**config.mk**
```make
export PLATFORM = sky130hd
export DESIGN_NAME = unidade_controle_sequencia
export DESIGN_NICKNAME = d
export VERILOG_FILES = /design/src/rtl/unidade_controle_sequencia.sv
export SDC_FILE = /design/constraint.sdc
export NUM_CORES = 1
export LEC_CHECK = 0
export ABC_AREA = 1
export CAP_MARGIN = 0
export CORE_MARGIN = 3
export CORE_UTILIZATION = 53
export CTS_BUF_LIST = sky130_fd_sc_hd__clkbuf_4 sky130_fd_sc_hd__clkbuf_8
export CTS_CLUSTER_SIZE = 20
export DETAILED_ROUTE_END_ITERATION = 10
export PLACE_DENSITY = 0.95
export SYNTH_ARGS = -nofsm -noshare
export SYNTH_HDL_FRONTEND = slang
export SYNTH_SLANG_ARGS = --single-unit
export TNS_END_PERCENT = 50
```
**constraint.sdc**
```tcl
create_clock -name clock -period 3.4 [get_ports clock]
set_input_delay 0.51 -clock clock [delete_from_list [all_inputs] [get_ports clock]]
set_output_delay 0.51 -clock clock [all_outputs]
set_load 0.02 [all_outputs]
```
**src/rtl/unidade_controle_sequencia.sv**
```systemverilog
// -----------------------------------------------------------------------------
// unidade_controle_sequencia
// Moore control unit for the colour-sequence game. It reads the status flags of
// the datapath (fluxo_dados) and issues every zera/conta/registra/enable
// command. Each round it replays the stored sequence on the RGB LED, checks the
// player's repetition and finally records one new colour at the end of the
// sequence. The game ends in won, lost (wrong colour) or lost (timeout).
//
// All commands are registered: they are produced from the next-state value in
// the same clocked block that updates the state register, so each output is a
// pure function of the state held in r_estado, with no decode glitches.
// -----------------------------------------------------------------------------
module unidade_controle_sequencia (
  input  logic       clock,
  input  logic       reset,
  input  logic       iniciar,
  input  logic       igual,
  input  logic       fim_jogo,
  input  logic       enderecoIgualLimite,
  input  logic       fim_sequencia,
  input  logic       jogada_feita,
  input  logic       timeout,
  input  logic       timeout_led,
  input  logic       timeout_habilitado,
  output logic       zera_endereco,
  output logic       conta_endereco,
  output logic       zera_limite,
  output logic       conta_limite,
  output logic       zeraR,
  output logic       registrarR,
  output logic       zera_s_timeout,
  output logic       enable_timeout,
  output logic       zera_s_led,
  output logic       enable_led,
  output logic       zera_modo,
  output logic       registra_modo,
  output logic       conf_leds,
  output logic       registra_jogada,
  output logic       pronto,
  output logic       ganhou,
  output logic       perdeu,
  output logic       db_timeout,
  output logic [4:0] db_estado
);

  // State codes are visible on db_estado, so they are fixed values.
  typedef enum logic [4:0] {
    INICIAL        = 5'h00,
    PREPARACAO     = 5'h01,
    INICIO_EXIBE   = 5'h02,
    MOSTRA_LED     = 5'h03,
    ZERA_LED       = 5'h04,
    APAGA_LED      = 5'h05,
    PROXIMO_LED    = 5'h06,
    INICIO_RODADA  = 5'h07,
    ESPERA_JOGADA  = 5'h08,
    REGISTRA       = 5'h09,
    COMPARACAO     = 5'h0A,
    PROXIMA_JOGADA = 5'h0B,
    AVANCA_LIMITE  = 5'h0C,
    ESPERA_NOVA    = 5'h0D,
    ESCREVE_NOVA   = 5'h0E,
    FIM_ACERTOU    = 5'h1C,
    FIM_ERROU      = 5'h1D,
    FIM_TIMEOUT    = 5'h1E
  } estado_t;

  // Bit positions inside the packed command word.
  localparam int B_ZERA_END    = 17;
  localparam int B_CONTA_END   = 16;
  localparam int B_ZERA_LIM    = 15;
  localparam int B_CONTA_LIM   = 14;
  localparam int B_ZERA_R      = 13;
  localparam int B_REGISTRA_R  = 12;
  localparam int B_ZERA_TMO    = 11;
  localparam int B_EN_TMO      = 10;
  localparam int B_ZERA_LED    = 9;
  localparam int B_EN_LED      = 8;
  localparam int B_ZERA_MODO   = 7;
  localparam int B_REG_MODO    = 6;
  localparam int B_CONF_LEDS   = 5;
  localparam int B_REG_JOGADA  = 4;
  localparam int B_PRONTO      = 3;
  localparam int B_GANHOU      = 2;
  localparam int B_PERDEU      = 1;
  localparam int B_DB_TIMEOUT  = 0;

  estado_t     r_estado;
  estado_t     w_proximo;
  logic [17:0] r_cmd;
  logic [17:0] w_cmd_proximo;
  logic        w_timeout_valido;

  // Moore output decode: the set of commands asserted while in state e.
  function automatic logic [17:0] decodifica(input estado_t e);
    logic [17:0] v;
    v = 18'd0;
    case (e)
      INICIAL: begin
        v[B_ZERA_MODO] = 1'b1;
      end
      PREPARACAO: begin
        v[B_ZERA_END]  = 1'b1;
        v[B_ZERA_LIM]  = 1'b1;
        v[B_ZERA_R]    = 1'b1;
        v[B_ZERA_TMO]  = 1'b1;
        v[B_ZERA_LED]  = 1'b1;
        v[B_REG_MODO]  = 1'b1;
      end
      INICIO_EXIBE: begin
        v[B_ZERA_END]  = 1'b1;
        v[B_ZERA_LED]  = 1'b1;
      end
      MOSTRA_LED: begin
        v[B_CONF_LEDS] = 1'b1;
        v[B_EN_LED]    = 1'b1;
      end
      ZERA_LED: begin
        v[B_ZERA_LED]  = 1'b1;
      end
      APAGA_LED: begin
        v[B_EN_LED]    = 1'b1;
      end
      PROXIMO_LED: begin
        v[B_CONTA_END] = 1'b1;
        v[B_ZERA_LED]  = 1'b1;
      end
      INICIO_RODADA: begin
        v[B_ZERA_END]  = 1'b1;
        v[B_ZERA_R]    = 1'b1;
        v[B_ZERA_TMO]  = 1'b1;
      end
      ESPERA_JOGADA: begin
        v[B_EN_TMO]    = 1'b1;
      end
      REGISTRA: begin
        v[B_REGISTRA_R] = 1'b1;
        v[B_ZERA_TMO]   = 1'b1;
      end
      COMPARACAO: begin
        v = 18'd0;
      end
      PROXIMA_JOGADA: begin
        v[B_CONTA_END] = 1'b1;
      end
      AVANCA_LIMITE: begin
        // Address and limit advance together so endereco == limite afterwards,
        // pointing at the empty slot the new colour goes into.
        v[B_CONTA_END] = 1'b1;
        v[B_CONTA_LIM] = 1'b1;
        v[B_ZERA_TMO]  = 1'b1;
      end
      ESPERA_NOVA: begin
        v[B_EN_TMO]    = 1'b1;
      end
      ESCREVE_NOVA: begin
        v[B_REG_JOGADA] = 1'b1;
      end
      FIM_ACERTOU: begin
        v[B_PRONTO]    = 1'b1;
        v[B_GANHOU]    = 1'b1;
      end
      FIM_ERROU: begin
        v[B_PRONTO]    = 1'b1;
        v[B_PERDEU]    = 1'b1;
      end
      FIM_TIMEOUT: begin
        v[B_PRONTO]     = 1'b1;
        v[B_PERDEU]     = 1'b1;
        v[B_DB_TIMEOUT] = 1'b1;
      end
      default: begin
        v = 18'd0;
      end
    endcase
    return v;
  endfunction

  // The player timeout only matters when the mode enabled it; the counter
  // itself keeps running either way.
  assign w_timeout_valido = timeout & timeout_habilitado;

  // Next-state logic: one transition rule per state, press beats timeout.
  always_comb begin
    w_proximo = r_estado;
    case (r_estado)
      INICIAL: begin
        if (iniciar) w_proximo = PREPARACAO;
        else         w_proximo = INICIAL;
      end
      PREPARACAO:    w_proximo = INICIO_EXIBE;
      INICIO_EXIBE:  w_proximo = MOSTRA_LED;
      MOSTRA_LED: begin
        if (timeout_led) w_proximo = ZERA_LED;
        else             w_proximo = MOSTRA_LED;
      end
      ZERA_LED:      w_proximo = APAGA_LED;
      APAGA_LED: begin
        if (timeout_led && fim_sequencia)  w_proximo = INICIO_RODADA;
        else if (timeout_led)              w_proximo = PROXIMO_LED;
        else                               w_proximo = APAGA_LED;
      end
      PROXIMO_LED:   w_proximo = MOSTRA_LED;
      INICIO_RODADA: w_proximo = ESPERA_JOGADA;
      ESPERA_JOGADA: begin
        if (jogada_feita)          w_proximo = REGISTRA;
        else if (w_timeout_valido) w_proximo = FIM_TIMEOUT;
        else                       w_proximo = ESPERA_JOGADA;
      end
      REGISTRA:      w_proximo = COMPARACAO;
      COMPARACAO: begin
        // enderecoIgualLimite is the same comparator as fim_sequencia; the
        // datapath exposes it under this name for the compare step.
        if (!igual)                    w_proximo = FIM_ERROU;
        else if (!enderecoIgualLimite) w_proximo = PROXIMA_JOGADA;
        else if (fim_jogo)             w_proximo = FIM_ACERTOU;
        else                           w_proximo = AVANCA_LIMITE;
      end
      PROXIMA_JOGADA: w_proximo = ESPERA_JOGADA;
      AVANCA_LIMITE:  w_proximo = ESPERA_NOVA;
      ESPERA_NOVA: begin
        if (jogada_feita)          w_proximo = ESCREVE_NOVA;
        else if (w_timeout_valido) w_proximo = FIM_TIMEOUT;
        else                       w_proximo = ESPERA_NOVA;
      end
      ESCREVE_NOVA:   w_proximo = INICIO_EXIBE;
      FIM_ACERTOU, FIM_ERROU, FIM_TIMEOUT: begin
        if (iniciar) w_proximo = PREPARACAO;
        else         w_proximo = r_estado;
      end
      default:        w_proximo = INICIAL;
    endcase
  end

  // Command word for the state being entered.
  always_comb begin
    w_cmd_proximo = decodifica(w_proximo);
  end

  // State register plus registered commands; reset clears every output.
  always_ff @(posedge clock) begin
    if (reset) begin
      r_estado <= INICIAL;
      r_cmd    <= 18'd0;
    end else begin
      r_estado <= w_proximo;
      r_cmd    <= w_cmd_proximo;
    end
  end

  assign zera_endereco   = r_cmd[B_ZERA_END];
  assign conta_endereco  = r_cmd[B_CONTA_END];
  assign zera_limite     = r_cmd[B_ZERA_LIM];
  assign conta_limite    = r_cmd[B_CONTA_LIM];
  assign zeraR           = r_cmd[B_ZERA_R];
  assign registrarR      = r_cmd[B_REGISTRA_R];
  assign zera_s_timeout  = r_cmd[B_ZERA_TMO];
  assign enable_timeout  = r_cmd[B_EN_TMO];
  assign zera_s_led      = r_cmd[B_ZERA_LED];
  assign enable_led      = r_cmd[B_EN_LED];
  assign zera_modo       = r_cmd[B_ZERA_MODO];
  assign registra_modo   = r_cmd[B_REG_MODO];
  assign conf_leds       = r_cmd[B_CONF_LEDS];
  assign registra_jogada = r_cmd[B_REG_JOGADA];
  assign pronto          = r_cmd[B_PRONTO];
  assign ganhou          = r_cmd[B_GANHOU];
  assign perdeu          = r_cmd[B_PERDEU];
  assign db_timeout      = r_cmd[B_DB_TIMEOUT];
  assign db_estado       = r_estado;

endmodule

```
# Yosys cells after proc, flatten, opt, wreduce, memory -nomap -nowiden
# Cells that the tools add are included.
dict set report classes {
  bitwise 1
  eq_ne 33
  mux 30
  n_reduce_logical 16
}
# operator count
set op_table {}
lappend op_table {{5-bit by 4-bit == test with 1-bit output, second input constant} 13}
lappend op_table {{5-bit case mux with 13 select lines} 1}
lappend op_table {{5-bit by 3-bit == test with 1-bit output, second input constant} 8}
lappend op_table {{5-bit 2-to-1 mux} 8}
lappend op_table {{5-bit == test, second input constant} 6}
lappend op_table {{5-bit by 2-bit == test with 1-bit output, second input constant} 4}
lappend op_table {{1-bit 2-to-1 mux} 18}
lappend op_table {{2-bit OR reduction} 7}
lappend op_table {{3-bit OR reduction} 4}
lappend op_table {{5-bit by 1-bit == test with 1-bit output, second input constant} 2}
lappend op_table {{5-bit logical NOT} 2}
lappend op_table {{4-bit OR reduction} 2}
lappend op_table {{2-bit 2-to-1 mux} 2}
lappend op_table {{3-bit 2-to-1 mux} 1}
lappend op_table {{1-bit AND} 1}
lappend op_table {{1-bit logical AND} 1}
dict set report totals {
  register_bits 23
  in_bits 11
}

# Depth between registers and ports, before layout
# Gate-level depths: netlist of run 1.
dict set report logic_depth {
  depth_word 7
  mapped_depth 14
}

# Worst setup path after synthesis of run 1
# Ideal clock, no wire load.
dict set report synth_timing {
  path_kind {register to register}
  start {register r_estado[4], in the netlist db_estado[4]}
  end {register r_cmd[11]}
  path_buffers 0
  t_arrival_ps 1497
  path_stages_with_launch 12
  path_slack_ps 1791
  path_cell_list {dfxtp_1 > inv_4 > nand3_2 > nor2_2 > nor2_2 > nand3_2 > nor2_8 > inv_4 > nand3_1 > nand2_2 > nand2_2 > nand2_1}
}
dict set report synth_between {
  elab_chain_cells 6
  word_cells_on_any_way 30
  cone_classes {21 x eq/ne; 3 x mux; 6 x reduce/logical}
}
# item line
set synth_rtl {}
lappend synth_rtl {{from (decl)} 88} ;# estado_t r_estado;
lappend synth_rtl {{from (signal assigned)} 246} ;# r_estado <= w_proximo;
lappend synth_rtl {{5-bit == test, or another cell as far along} 186} ;# case (r_estado)
lappend synth_rtl {{3-bit OR reduction / 2-bit OR reduction (equally long branches)} -}
lappend synth_rtl {{5-bit case mux with 13 select lines *} 186}
lappend synth_rtl {{5-bit by 3-bit == test with 1-bit output, or another cell as far along} 98} ;# case (e)
lappend synth_rtl {{4-bit OR reduction (no source line) *} -}
lappend synth_rtl {{1-bit 2-to-1 mux *} 98}
lappend synth_rtl {{to (signal assigned)} 247} ;# r_cmd <= w_cmd_proximo;
lappend synth_rtl {{to (decl)} 90} ;# logic [17:0] r_cmd;
# Every way passes the cells marked *; elsewhere a longest branch is shown, timed or not.
# A chain may end at the register's enable or synchronous reset.

# Worst setup path in the final report of run 1
dict set report layout_timing {
  start {register r_estado[4], in the netlist db_estado[4]}
  end {output port db_estado[4]}
}
# item line
set layout_lines {}
lappend layout_lines {{to (decl)} 43} ;# output logic [4:0] db_estado
# No word-level cell between the ends.

==> summary.txt, run 1 <==
CTS
  – CTS max path bufs: 2
  – H-tree depth: 1
  – Clk_lat worst skew: 0.31 ns
  – TritonCTS clock tree: done
  – Root Driver: clkbuf_4
  – CTS Hold Bufs: 0
  – TritonCTS Buffers: 3
  – Clock sinks: 22
  – CTS clk-pin slew, worst paths: 0.13 ns
  – CTS resizes: 0
  – Post-CTS setup buffer count: 0

Die
  – Starting Density: 59.07%
  – Chip width: 54.17 um
  – Die area: approximately 2900 um2
  – Std-Cell Rows: 16
  – CORE AREA: 2082 um2
  – Die height: 54.17 um
  – Num ports: 34

Drt
  – DR DRC count: 0
  – WL/cell: 14.54 um
  – Final ANT Viol Nets: 0
  – Initial DRC Count: 49
  – Vias/cell: 5.424
  – Routed wire length: 3461 um
  – TritonRoute pass-1 iters: 4
  – Via count: 1291

Final layout
  – Multi-input logic area: around 660 um2
  – Layout cells sized above 1: a little under a fifth
  – Register Area: around 440 um2
  – Non-Filler Instances: 238
  – N_diodes: 0
  – FILL cells: between 100 and 150
  – Fin nets: 223
  – Synth-to-Final Area Change: 32.96%

Logic synthesis
  – Post-synthesis register bit count: 22
  – Register area share after synthesis: ~36%
  – Synthesized cell area: 1230 um2
  – Mapped Nets: approximately 190
  – Avg Cell Area, Syn: 6.988 um2
  – Synth Instances: 176
  – Synth warn: 0
  – Unique masters post-synth: 23

Place
  – Global placer's final weighted congestion: 0.8918
  – Place WS: 1.123 ns
  – Port Buffers: 33
  – Detailed Place HPWL: 2609 um
  – Inst Count DP: 234

Power
  – PwrDens: slightly below 500 nW/um2
  – Clock network power share: 25.4%
  – Flop pwr share: 37.9%
  – Lkg Pwr: around 0.77 nW
  – Combinational share of power: about 37%
  – Net Sw Power: between 0.0002 and 0.0003 W
  – Sw frac: 34.96%
  – Peak supply drop: 0.5028 mV
  – Power Total: 0.0007894 W
  – P_int: 0.0005134 W

Global routing
  – Gr usage total: between 20% and 30%
  – First-pass GRT wire length: 5499 um
  – Initial antenna violation count: 0
  – GRT overflow: 0
  – Vias in the first global route: 1213
  – Largest net degree at the start of global routing: 14

STA
  – Post-route setup slack: roughly 1.3 ns
  – Slew Limit Fails: 0
  – Final setup skew: 0.01098 ns
  – Endpoints failing setup: 0
  – Setup Total Neg Slack: 0 ns
  – Slew headroom: 65.84%
  – Fin crit period: 2.093 ns
  – Worst slew pin tran: 0.5108 ns
  – F_max: 477.7 MHz
  – RSZ-0062 raised after global routing: false
  – Final hold violation count: 0
  – Min Hold Slack: approximately 0.63 ns
  – Fin crit share: 61.57%

Critical path
  – Arr. time, crit path: 1.58 ns
  – Crit path kind: flop to output port
  – Reg2reg path depth: 11
  – CP endpoint kind: output port
  – Worst Path Buf+Inv: 1
  – CP Depth: 1
  – CP Cell Sequence: clkdlybuf4s50_1
  – Crit path max-delay family: buffers and inverters
  – Crit-path max cell delay: ~0.7 ns
  – CP Max Fanout: 7
  – CP Data Required Time: 2.89 ns
  – Startpoint class of the critical path: flop
  – Critical path's slowest cell: clkdlybuf4s50_1

Min path
  – Hold path cells: 2
  – Worst Hold Class: flop to flop

Outcome
  – Status: finished, final reports clean

Run
  – Max Cap Viol: 0
## cells in the mapped netlist, drive strengths merged
cell type / instances / area share (%)
clkbuf: 1 / 0.30
a21oi: 7 / 3.5
dfxtp: 22 / 36
clkinv: 1 / 0.30
o21ai: 2 / 0.81
buf: 1 / 0.61
nand2: 48 / 16
nor3: 1 / 0.41
or2: 1 / 0.51
inv: 28 / 9.0
nand3: 23 / 13
nor2: 35 / 17
a31oi: 1 / 0.51
nand4: 5 / 2.5
## metal layers
metal	global-route usage (%)	wire (um)	part of all wire, %	vias to the layer above
met2	47.81	1766	51	69
met1	29.97	1351	39	594
met5	0	0	0	-
met4	7.884	80	2.3	0
li1	-	-	-	617
met3	4.709	263	7.6	11
## power groups by stage
stage               sequential (W)  combinational (W)  clock, W
detailed placement        0.000304           0.000281         0
finish                    0.000299           0.000290  0.000200
floorplan                 0.000335           0.000150         0
global placement          0.000303           0.000270         0
global route              0.000301           0.000310  0.000207
CTS                       0.000298           0.000287  0.000197
## metrics by stage
stage               cell area, um2  utilization (%)
global placement              1583            76.02
global route                  1635            78.55
floorplan                     1230                -
CTS                           1635            78.55
finish                        1635            78.55
detailed placement            1583            76.02
## cell families (layout without fill, tap and decap cells)
kind of cell    count (synthesis)  in the layout  synth area share, %
flops                          22             22                35.81
compound gates                 10             10                4.782
buf+inv                        31             66                10.17
simple gates                  113            113                49.24
## path summary, 6_finish.rpt
| path | slack, ns | from | to |
|---|---|---|---|
| worst max-delay path | 1.31 | db_estado[4]$_SDFF_PP0_ | db_estado[4] |
| worst min-delay path | 0.63 | db_estado[2]$_SDFF_PP0_ | db_estado[2]$_SDFF_PP0_ |
| worst max register to register | 1.55 | db_estado[1]$_SDFF_PP0_ | r_cmd[17]$_SDFF_PP0_ |
| worst min register to register | 0.63 | db_estado[2]$_SDFF_PP0_ | db_estado[2]$_SDFF_PP0_ |
## state kept, by name, summed over array words and instances (netlist names)
name,count
r_cmd,17
db_estado,5
## cell usage in the layout (no fill, tap or decap)
cell type | netlist | layout
or2_2 | 1 | 1
clkbuf_4 | 0 | 3
nor2_8 | 1 | 1
nor2_2 | 8 | 8
nor2_4 | 5 | 5
nand3_4 | 2 | 2
a21oi_2 | 2 | 2
nor3_1 | 1 | 1
nor2_1 | 21 | 21
dfxtp_1 | 22 | 22
clkdlybuf4s50_1 | 0 | 33
a31oi_1 | 1 | 1
inv_1 | 22 | 22
nand3_2 | 4 | 4
nand2_1 | 41 | 41
bufinv_16 | 0 | 1
o21ai_0 | 2 | 2
nand2_2 | 7 | 7
clkinv_1 | 1 | 1
nand4_1 | 5 | 5
inv_2 | 4 | 4
a21oi_1 | 5 | 5
nand3_1 | 17 | 17
inv_4 | 2 | 2
## final cells by class
cell class	count	area share, %
Multi-Input combinational cell	123	40.63
Clock buffer	3	1.377
Clock inverter	1	1.836
Inverter	29	6.962
Tap cell	27	2.066
Sequential cell	22	26.93
Timing Repair Buffer	33	20.20
(Power assumes the default switching activity.)
==> run 2, diff against run 1 <==
Settings changed: CORE_UTILIZATION 53 to 49, PLACE_DENSITY 0.95 to 0.92.
Clock period 3.4 ns to 2.15 ns, I/O delays scaled along.
==> run 2 against run 1 <==
Cell count grew 0.84%; clock power increased by 54%; register-to-register slack got worse by 1.1 ns; critical path type unchanged.
==> summary.txt, run 2 (synthesized netlist as in run 1, its figures left out) <==
Outcome
  – Status: finished, final reports clean

Die
  – Die height: around 56 um
  – Die area: 3147 um2
  – Chip width: approximately 56 um
  – Num ports: 34
  – Starting Density: between 50% and 60%
  – CORE AREA: 2297 um2
  – Std-Cell Rows: 17

Critical path
  – Critical path's slowest cell: clkdlybuf4s50_1
  – CP Max Fanout: 7
  – Crit path max-delay family: buffers and inverters
  – Worst reg2reg startpoint: db_estado[1]$_SDFF_PP0_
  – Reg-to-reg endpoint: r_cmd[11]$_SDFF_PP0_
  – Reg2reg path depth: 11
  – CP Cell Sequence: clkdlybuf4s50_1
  – Worst Path Buf+Inv: 1
  – Arr. time, crit path: between 1.5 and 2 ns
  – Crit-path max cell delay: 0.68 ns
  – CP Data Required Time: 1.83 ns
  – Startpoint class of the critical path: flop
  – Crit path kind: flop to output port
  – CP endpoint kind: output port
  – R2R Setup Slk: 0.43 ns

Power
  – Sw frac: 33.40%
  – P_int: 0.0008129 W
  – Power Total: 0.001221 W
  – Peak supply drop: 0.5620 mV
  – PwrDens: 742.4 nW/um2
  – Lkg Pwr: about 0.78 nW
  – Flop pwr share: around two fifths
  – Combinational share of power: 35.9%
  – Clock network power share: 25.3%
  – Net Sw Power: ~0.0004 W

CTS
  – Clk_lat worst skew: 0.30 ns
  – CTS Hold Bufs: 0
  – CTS max path bufs: 2
  – H-tree depth: 1
  – Clock sinks: 22
  – Root Driver: clkbuf_4
  – Post-CTS setup buffer count: 0
  – TritonCTS Buffers: 3
  – CTS resizes: 0
  – CTS clk-pin slew, worst paths: between 0.1 and 0.15 ns
  – TritonCTS clock tree: done

Min path
  – Hold Crit Start: db_estado[2]$_SDFF_PP0_
  – Worst Hold Class: flop to flop
  – Hold path cells: 2
  – Worst hold endpoint: db_estado[2]$_SDFF_PP0_

Drt
  – Routed length on met1: 1171 um
  – Via count: roughly 1200
  – Vias/cell: 5.083
  – Initial DRC Count: just under 60
  – Final ANT Viol Nets: 0
  – Top Layer Used: met4
  – TritonRoute pass-1 iters: 6
  – Met2 wire len: between 1000 and 1500 um
  – DR WL met3: 154 um
  – DR DRC count: 0
  – WL/cell: 11.65 um
  – Routed wire length: 2796 um

STA
  – Worst slew pin tran: 0.3591 ns
  – F_max: 539.4 MHz
  – RSZ-0062 raised after global routing: false
  – Fin crit period: between 1.5 and 2 ns
  – Final hold violation count: 0
  – Final setup skew: between 0.002 and 0.003 ns
  – Slew Limit Fails: 0
  – Fin crit share: 86.24%
  – Min Hold Slack: 0.6319 ns
  – Post-route setup slack: 0.2959 ns
  – Slew headroom: between 70 and 80%
  – Setup Total Neg Slack: 0 ns
  – Endpoints failing setup: 0

Place
  – Port Buffers: 33
  – Place WS: around 0.13 ns
  – Detailed Place HPWL: 2346 um
  – Global placer's final weighted congestion: slightly above 0.9

Final layout
  – Reg with most FFs: r_cmd
  – Max reg flops: 17
  – FILL cells: 169
  – Commonest non-fill, non-tap cell in the layout: nand2_1
  – Synth-to-Final Area Change: 33.67%
  – Layout cells sized above 1: 19.34%
  – N_diodes: 0
  – Final Util: a little under three quarters
  – Fin nets: 224
  – Most frequent cells in the layout: 41 x nand2_1, 33 x clkdlybuf4s50_1, 22 x inv_1, 22 x dfxtp_1, 21 x nor2_1

Global routing
  – First-pass GRT wire length: slightly below 5000 um
  – Initial antenna violation count: 0
  – GRT overflow: 0
  – Largest net degree at the start of global routing: 14
  – Vias in the first global route: 1139
  – Gr usage total: 19.46%

Run
  – Max Cap Viol: 0
[run 2: worst max-delay path by stage]
stage | from | to | slack [ns] | cells past startpoint
6_report | db_estado[4]$_SDFF_PP0_ | db_estado[4] | 0.30 | 1
5_1_grt | db_estado[4]$_SDFF_PP0_ | db_estado[4] | 0.23 | 1
4_1_cts | db_estado[4]$_SDFF_PP0_ | db_estado[4] | 0.29 | 1
3_5_place_dp | timeout_led | r_cmd[11]$_SDFF_PP0_ | 0.13 | 11
3_3_place_gp | timeout_led | r_cmd[11]$_SDFF_PP0_ | 0.17 | 11
2_1_floorplan | db_estado[4]$_SDFF_PP0_ | r_cmd[11]$_SDFF_PP0_ | 0.54 | 11
[run 2: power by group through the flow]
stage / logic, W / registers [W] / clock network (W)
4_1_cts: 0.000440 / 0.000474 / 0.000310
5_1_grt: 0.000472 / 0.000480 / 0.000332
6_report: 0.000438 / 0.000473 / 0.000309
3_5_place_dp: 0.000437 / 0.000483 / 0
2_1_floorplan: 0.000238 / 0.000530 / 0
3_3_place_gp: 0.000423 / 0.000480 / 0
[run 2: stage by stage]
stage | area (um2) | std cells
2_1_floorplan | 1230 | 176
3_3_place_gp | 1592 | 236
3_5_place_dp | 1592 | 236
4_1_cts | 1644 | 240
5_1_grt | 1644 | 240
6_report | 1644 | 240
[run 2: area by class of cell]
| class | count | area [um2] | share of cell area, % |
|---|---|---|---|
| well taps | 28 | 35.03 | 2.131 |
| multi-input cells | 123 | 664.4 | 40.41 |
| clock inverters | 1 | 30.03 | 1.826 |
| inverters | 29 | 113.9 | 6.925 |
| clock buffers | 3 | 22.52 | 1.370 |
| flip-flops and latches | 22 | 440.4 | 26.79 |
| repair buffers | 34 | 337.8 | 20.55 |
[run 2: metal layers]
layer	up-vias	global-route usage [%]
met2	48	35.23
met3	4	2.088
met5	-	0
met1	547	23.77
li1	621	-
met4	0	6.102
